File: src/rtl/uart_tx_fifo.sv
// uart_tx_fifo: byte-wide transmit FIFO feeding an 8N1 UART serializer.
// The core pushes bytes with single-cycle strobes. The serializer drains the
// FIFO and sends queued frames back to back, with no idle gap between them.
module uart_tx_fifo #(
  parameter int CLKS_PER_BIT = 104,
  parameter int FIFO_DEPTH   = 8
) (
  input  logic                         clk,
  input  logic                         reset,
  input  logic                         wr_en,
  input  logic [7:0]                   wr_data,
  output logic                         full,
  output logic                         busy,
  output logic [$clog2(FIFO_DEPTH):0]  count,
  output logic                         overflow,
  output logic                         TXD
);

  localparam int AW = $clog2(FIFO_DEPTH);
  localparam int CW = AW + 1;
  localparam logic [15:0] BAUD_MAX = 16'(CLKS_PER_BIT - 1);

  typedef enum logic [1:0] {IDLE, START, DATA, STOP} state_t;

  state_t        state;
  logic [7:0]    mem [FIFO_DEPTH];
  logic [AW-1:0] wr_ptr;
  logic [AW-1:0] rd_ptr;
  logic [7:0]    shift;
  logic [15:0]    baud_cnt;
  logic [2:0]    bit_idx;
  logic          push;
  logic          pop;

  // full comes from the registered count, so a pop in the same cycle does
  // not make room for a push.
  assign full = (count == CW'(FIFO_DEPTH));
  assign push = wr_en && !full;

  // The head byte leaves the FIFO when the serializer starts a frame: either
  // from IDLE, or at the end of a stop bit when another byte is waiting.
  assign pop  = (count != '0) &&
                ((state == IDLE) || ((state == STOP) && (baud_cnt == '0)));

  assign busy = (count != '0) || (state != IDLE);

  // FIFO bookkeeping: pointers, fill level and the sticky overflow flag.
  // NOTE: registered state is always assigned with <=, so every always_ff
  // samples the pre-edge values of the other registers.
  always_ff @(posedge clk) begin
    if (reset) begin
      wr_ptr   <= '0;
      rd_ptr   <= '0;
      count    <= '0;
      overflow <= 1'b0;
    end else begin
      if (push) wr_ptr <= wr_ptr + AW'(1);
      if (pop)  rd_ptr <= rd_ptr + AW'(1);
      case ({push, pop})
        2'b10:   count <= count + CW'(1);
        2'b01:   count <= count - CW'(1);
        default: count <= count;
      endcase
      if (wr_en && full) overflow <= 1'b1;
    end
  end

  // FIFO storage write port.
  // NOTE: the storage array has no reset. Only the pointers and the count
  // define which entries are valid, so clearing the array would add logic
  // without changing behaviour.
  always_ff @(posedge clk) begin
    if (push && !reset) mem[wr_ptr] <= wr_data;
  end

  // Serializer FSM. TXD is registered from the current state, so the line
  // follows the state by one cycle. Every frame shows exactly 10 bit periods.
  always_ff @(posedge clk) begin
    if (reset) begin
      state    <= IDLE;
      TXD      <= 1'b1;
      shift    <= '0;
      baud_cnt <= '0;
      bit_idx  <= '0;
    end else begin
      case (state)
        IDLE: begin
          TXD <= 1'b1;
          if (pop) begin
            shift    <= mem[rd_ptr];
            baud_cnt <= BAUD_MAX;
            state    <= START;
          end
        end
        START: begin
          TXD <= 1'b0;
          if (baud_cnt == '0) begin
            baud_cnt <= BAUD_MAX;
            bit_idx  <= '0;
            state    <= DATA;
          end else begin
            baud_cnt <= baud_cnt - 16'd1;
          end
        end
        DATA: begin
          TXD <= shift[0];
          if (baud_cnt == '0) begin
            baud_cnt <= BAUD_MAX;
            shift    <= {1'b0, shift[7:1]};
            if (bit_idx == 3'd7) begin
              state <= STOP;
            end else begin
              bit_idx <= bit_idx + 3'd1;
            end
          end else begin
            baud_cnt <= baud_cnt - 16'd1;
          end
        end
        STOP: begin
          TXD <= 1'b1;
          if (baud_cnt == '0) begin
            if (pop) begin
              shift    <= mem[rd_ptr];
              baud_cnt <= BAUD_MAX;
              state    <= START;
            end else begin
              state <= IDLE;
            end
          end else begin
            baud_cnt <= baud_cnt - 16'd1;
          end
        end
        default: begin
          TXD   <= 1'b1;
          state <= IDLE;
        end
      endcase
    end
  end

endmodule

File: config.mk
export PLATFORM = sky130hd
export DESIGN_NAME = uart_tx_fifo
export DESIGN_NICKNAME = d
export VERILOG_FILES = /design/src/rtl/uart_tx_fifo.sv
export SDC_FILE = /design/constraint.sdc
export NUM_CORES = 1
export LEC_CHECK = 0
export ABC_AREA = 1
export CAP_MARGIN = 10
export CORE_UTILIZATION = 40
export CTS_CLUSTER_DIAMETER = 30
export CTS_CLUSTER_SIZE = 24
export DETAILED_ROUTE_END_ITERATION = 8
export HOLD_SLACK_MARGIN = 0.08
export RECOVER_POWER = 25
export SLEW_MARGIN = 25
export SYNTH_ARGS = -nofsm -noshare
export SYNTH_HDL_FRONTEND = slang
export SYNTH_SLANG_ARGS = --single-unit
export TNS_END_PERCENT = 100
File: constraint.sdc
create_clock -name clk -period 2.55 [get_ports clk]
set_input_delay 0.51 -clock clk [delete_from_list [all_inputs] [get_ports clk]]
set_output_delay 0.51 -clock clk [all_outputs]
set_load 0.01 [all_outputs]
**Yosys cells after proc, flatten, opt, wreduce, memory -nomap -nowiden**

Memory sizes are Yosys's and may differ from the RTL's. A register that Yosys moved wholly into a read port is not among the register bits.
Index checks and enable logic that the tools add are counted.

- Output and inout port bits: 8
- Word-level logic and storage cells: 75
- Input bits: 11
- Memories: 1
- Flip-flop bits (word level): 41
- Memory bits (writable): 64

- Muxes and demuxes: 25
- $add $sub $neg: 6
- Equal/unequal tests: 13
- Reductions and logical operators: 21

Memory list:

| memory | words | bits a word | rd ports | clocked after memory_dff | wr ports | line | text |
|---|---|---|---|---|---|---|---|
| mem | 8 | 8 | 1 | 1 | 1 | 26 | `logic [7:0] mem [FIFO_DEPTH];` |

Operator list:

| cell | number |
|---|---|
| $mux W16 | 3 |
| $pmux W16 S3 | 1 |
| $mux W8 | 3 |
| $pmux W8 S3 | 1 |
| $logic_not A16 Y1 | 1 |
| $sub A16 B1 Y16 const B | 1 |
| $mux W3 | 5 |
| $mux W2 | 5 |
| $ne A2 B2 Y1 const B | 5 |
| $add A3 B1 Y3 const B | 3 |
| $pmux W2 S4 | 1 |
| $pmux W4 S2 | 1 |
| $eq A2 B2 Y1 const B | 3 |
| $pmux W3 S2 | 1 |
| $reduce_bool A2 Y1 | 3 |
| $logic_and A1 B1 Y1 | 5 |
| $reduce_and A5 Y1 | 1 |
| $add A4 B1 Y4 const B | 1 |
| $eq A2 B1 Y1 const B | 2 |
| $eq A4 B4 Y1 const B | 1 |
| $reduce_and A4 Y1 | 1 |
| $reduce_bool A4 Y1 | 1 |
| $reduce_or A2 Y1 | 2 |
| $sub A4 B1 Y4 const B | 1 |
| other kinds (9) | 13 |

**Depth between registers and ports, before layout**

- Depth after elaboration: 7
- Gate-level depth with buffers: 18
- Depth with buffers taken out: 17

**Worst setup path before layout**

No wires, ideal clock.

- Path kind: reg2reg
- From: reg baud_cnt[0]
- To: reg count[2]
- Path slack: 0.292 ns
- Cell stages (with the launch flop): 19
- Data required time: 2.435 ns
- Arrival time: 2.143 ns
- Path buffers: 1
- Library setup time: 0.115 ns
- Period minus slack after synthesis: 2.258 ns
- Cells stage by stage: dfxtp_1 -> inv_1 -> ha_1 -> nand2_1 -> nor2_4 -> nand3_2 -> nand2_2 -> nand2_2 -> buf_6 -> inv_2 -> ha_1 -> nand2_1 -> inv_1 -> nor2_1 -> ha_1 -> a21oi_1 -> xnor2_1 -> o21ai_0 -> inv_1

- Word-level cells in the longest chain between the ends: 6
- Elaborated cells between the ends (all ways): 8
- Classes of those cells: eq/ne (2); mux (1); reduce/logical (5)

Ends and longest elaborated chain:

| item | line | text |
|---|---|---|
| start: declaration | 30 | `logic [15:0] baud_cnt;` |
| start signal: assignment | 102 | `baud_cnt <= baud_cnt - 16'd1;` |
| start signal: assignment | 116 | `baud_cnt <= baud_cnt - 16'd1;` |
| start signal: assignment | 130 | `baud_cnt <= baud_cnt - 16'd1;` |
| $logic_not A16 Y1 * | 43 | `((state == IDLE) \|\| ((state == STOP) && (baud_cnt == '0)));` |
| $logic_and A1 B1 Y1 * | 43 |  |
| $logic_or A1 B1 Y1 * | 43 |  |
| $logic_and A1 B1 Y1 * | 42 | `assign pop = (count != '0) &&` |
| via pop | 33 | `logic pop;` |
| $eq A2 B1 Y1 / $eq A2 B2 Y1 (equally long branches) | 59 | `case ({push, pop})` |
| $pmux W4 S2 / $reduce_bool A2 Y1 (equally long branches) | -- |  |
| end signal: assignment | 60 | `2'b10: count <= count + CW'(1);` |
| end signal: assignment | 61 | `2'b01: count <= count - CW'(1);` |
| end signal: assignment | 62 | `default: count <= count;` |
| end: declaration | 14 | `output logic [$clog2(FIFO_DEPTH):0] count,` |

Mark *: on every way through the listed nets, which the timed path passes. The rest lies on a longest branch.
A chain may end at the register's enable or synchronous reset.

**Worst setup path in the final report**

- From: reg state[0]
- To: out busy

- Word-level cells in the longest chain between the ends: 2

Ends and longest elaborated chain:

| item | line | text |
|---|---|---|
| start: declaration | 25 | `state_t state;` |
| start signal: assignment | 80 | `state <= IDLE;` |
| start signal: assignment | 92 | `state <= START;` |
| start signal: assignment | 100 | `state <= DATA;` |
| $reduce_bool A2 Y1 | 45 | `assign busy = (count != '0) \|\| (state != IDLE);` |
| $logic_or A1 B1 Y1 | 45 |  |
| end: declaration | 13 | `output logic busy,` |

No other way between the ends.

==> summary.md <==
| Metric | Value |
|---|---|
| Status | `complete, no violations` |
| Ratio of cells with drive above 1 in the final layout | `roughly a tenth` |
| Ys Warns | `0` |
| Syn avg cell area | `just under 9 µm²` |
| Root buffer cell | `clkbuf_16` |
| Inserted Diodes | `0` |
| Initial antenna violation count | `0` |
| Final setup viols | `0` |
| CTS Buf Count | `9` |
| Detailed Route WL | `10.9 mm` |
| Synth unique cells | `35` |
| Slew Limit Headroom | `a little over half` |
| Post-DP HPWL | `a little over 7 mm` |
| Fillers | `between 1,000 and 1,500` |
| H-tree depth | `3` |
| Worst skew pair latency | `~0.35 ns` |
| Top cell type's share of synthesized area | `37.9%` |
| First-pass GRT wire length | `18.3 mm` |
| Layout Skew | `between 0.008 and 0.009 ns` |
| Routed Antenna Nets | `0` |
| Final Critical Period | `between 2 and 2.5 ns` |
| Async S/R FF share, synth | `0%` |
| Die Ht | `roughly 110 µm` |
| Pre-antenna DRT Iters | `5` |
| CP required | `about 2 ns` |
| Initial Util | `about two fifths` |
| Layout Cells excl Fill | `approximately 770` |
| Hold_sp | `overflow` |
| Core area | `roughly 12,000 µm²` |
| Max incr delay on CP | `0.56 ns` |
| Ys flop type | `edfxtp_1` |
| Hold WC Path Type | `reg2reg` |
| RSZ-0062 raised after global routing | `false` |
| GR Overflow Total | `0` |
| Final GP Congestion | `around 0.8` |
| WHS Endpoint | `overflow` |
| DRC Markers | `0` |
| Gr usage total | `18.2%` |
| Period utilization | `between 90% and 100%` |
| Hold_buf cts | `0` |
| Drt initial violations | `between 200 and 300` |
| R2R Setup Slk | `about 0.23 ns` |
| GR Util met3 | `~4.6%` |
| Area Growth Syn to Fin | `14.1%` |
| R2R depth | `17` |
| Number of flops mapped to enable cells by yosys | `between 60 and 70` |
| CTS tree | `yes` |
| Part of the Yosys area used for sequential elements | `a little under three fifths` |
| Count leader, synth | `nand2_1` |
| Num rows | `40` |
| Largest net degree at the start of global routing | `33` |
| Hold Vio Cnt, Final | `0` |
| Slew Limit Fails | `0` |
| Routed vias | `3,942` |
| Port buffer count | `18` |
| Vias per inst | `5.15` |
| Clock Tree Buf Depth | `2` |
| Met2 Resource Use GR | `about 28%` |
| GR peak layer | `met2` |
| Met1 Track Usage GR | `between 20 and 30%` |
| Critical Path AT | `1.83 ns` |
| Final Util | `around 47%` |
| Nets | `between 600 and 700` |
| Wire length per cell | `between 10 and 15 µm` |
| CP max stage cell | `clkdlybuf4s50_1` |
| Worst-Margin Slew | `~0.7 ns` |
| Max-cap violations | `0` |
| Final Cell Area | `just under 6000 µm²` |
| Cell Pwr Density | `around 1200 nW/µm²` |
| Worst hold path depth | `2` |
| Top post-synthesis cells by count | `nand2_1, nand3_1, edfxtp_1, dfxtp_1, a21oi_1` |
| CTS Sinks | `roughly 110` |
| Gate Count Post-Synth | `567` |
| Reg clk slew, reported paths | `about 0.07 ns` |
| Worst setup SP type | `register` |
| Syn Std Cell Area | `roughly 5000 µm²` |
| Vias in the first global route | `between 3,000 and 4,000` |
| Setup CP Type | `reg2out` |
| CP Cell Sequence | `inv_1 -> ha_1 -> nand4_1 -> clkdlybuf4s50_1` |
| Worst r2r src | `baud_cnt[0]` |
| I/O pins | `19` |
| R2R Path End | `count[2]` |
| Synth Register Bits | `~110` |
| Max FO, Critical Path | `5` |
| Synthesized net count | `~590` |
| Cell taking the most area after synthesis | `edfxtp_1` |
| Total placed cells including tap cells | `748` |
| Synth top area cells | `edfxtp_1, dfxtp_1, nand2_1` |
| Full die area | `around 13,000 µm²` |
| Setup tns final | `0 ns` |
| Lkg Pwr | `2.30 nW` |
| VDD IR max | `between 0.5 and 0.6 mV` |
| FMAX | `between 400 and 500 MHz` |
| Die W | `between 100 and 150 µm` |
| Area after DPL | `~5500 µm²` |
| CP endpoint kind | `primary output` |
## power breakdown
part | total (mW) | leakage (nW) | switching (mW) | internal (mW)
Sequential | 2.24 | 0.939 | 0.169 | 2.07
Combinational | 3.05 | 1.21 | 1.96 | 1.09
Clock | 1.44 | 0.150 | 0.657 | 0.779
Total | 6.73 | 2.30 | 2.79 | 3.94
## metrics by stage
stage | setup slack [ns] | hold slack (ns) | total power, mW
detailed placement | 0.194 | 0.445 | 5.29
global route | 0.0446 | 0.480 | 7.28
finish | 0.211 | 0.455 | 6.73
floorplan | 0.292 | 0.445 | 4.63
CTS | 0.174 | 0.459 | 6.73
global placement | 0.306 | 0.441 | 5.23
## critical path, delay by kind of cell, from the launching register on
| kind | cells | cell delay [ns] |
|---|---|---|
| DFF | 1 | 0.40 |
| adders and majority gates | 1 | 0.24 |
| and+or+nand+nor | 1 | 0.16 |
| buffers and inverters | 2 | 0.67 |
## what timing repair did
| action | in CTS | in global routing |
|---|---|---|
| endpoints found under the hold margin | 0 | 0 |
| gates resized for setup | 0 | 1 |
| setup buffers | 0 | 2 |
| setup endpoints to repair | 0 | 1 |
## per-layer routing
metal  routed length [µm]  vias up  part of all wire [%]
li1                     -     1972                     -
met1                 5290     1870                    49
met2                 4890       92                    45
met3                  614        8                   5.6
met4                  101        0                  0.93
met5                    0        -                     0
## state kept, by name, summed over array words and instances (netlist names), named ones only
| name | count |
|---|---|
| mem | 64 |
| baud_cnt | 16 |
| shift | 8 |
| count | 4 |
| bit_idx | 3 |
| rd_ptr | 3 |
| wr_ptr | 3 |
| state | 2 |
| TXD | 1 |
| overflow | 1 |
## layout make-up
class	count	area, µm²	share of cell area, %
timing repair buffer	36	315	5.44
clock buffer	9	225	3.89
clock inverter	7	82.6	1.43
multi-input combinational	396	2000	34.5
inverter	42	158	2.72
sequential	108	2800	48.4
tap	168	210	3.63
## placed cells by master, fill, tap and decap left out, drive strengths merged
cell	instances
nand2	141
nand3	96
edfxtp	64
nor2	48
dfxtp	44
inv	44
a21oi	41
o21ai	25
buf	18
ha	14
clkdlybuf4s50	12
clkbuf	9
nor3	7
xnor2	6
dlygate4sd3	6
nand4	4
xor2	4
or2	4
clkinv	3
a31o	1
a21boi	1
and3	1
o21a	1
nor3b	1
nor4	1
clkinvlp	1
bufinv	1
## worst max-delay path by stage
stage | startpoint | end | slack, ns
floorplan | baud_cnt[0] | count[2] | 0.29
global placement | baud_cnt[0] | count[2] | 0.31
detailed placement | baud_cnt[0] | count[2] | 0.19
CTS | baud_cnt[0] | count[2] | 0.17
global route | baud_cnt[0] | count[2] | 0.04
finish | state[0] | busy | 0.21
## logic make-up (layout without fill, tap and decap cells)
logic type                 Yosys count  in the layout  synth area share (%)
AOI/OAI and AO/OA                   69             69                  7.20
xor gates and xnor gates            10             10                  1.73
adders and majority gates           14             14                  3.45
buffers and inverters               63             94                  5.42
DFF                                108            108                  55.2
and+or+nand+nor                    303            303                  27.0
No activity file was read; power rests on OpenSTA's default activity.
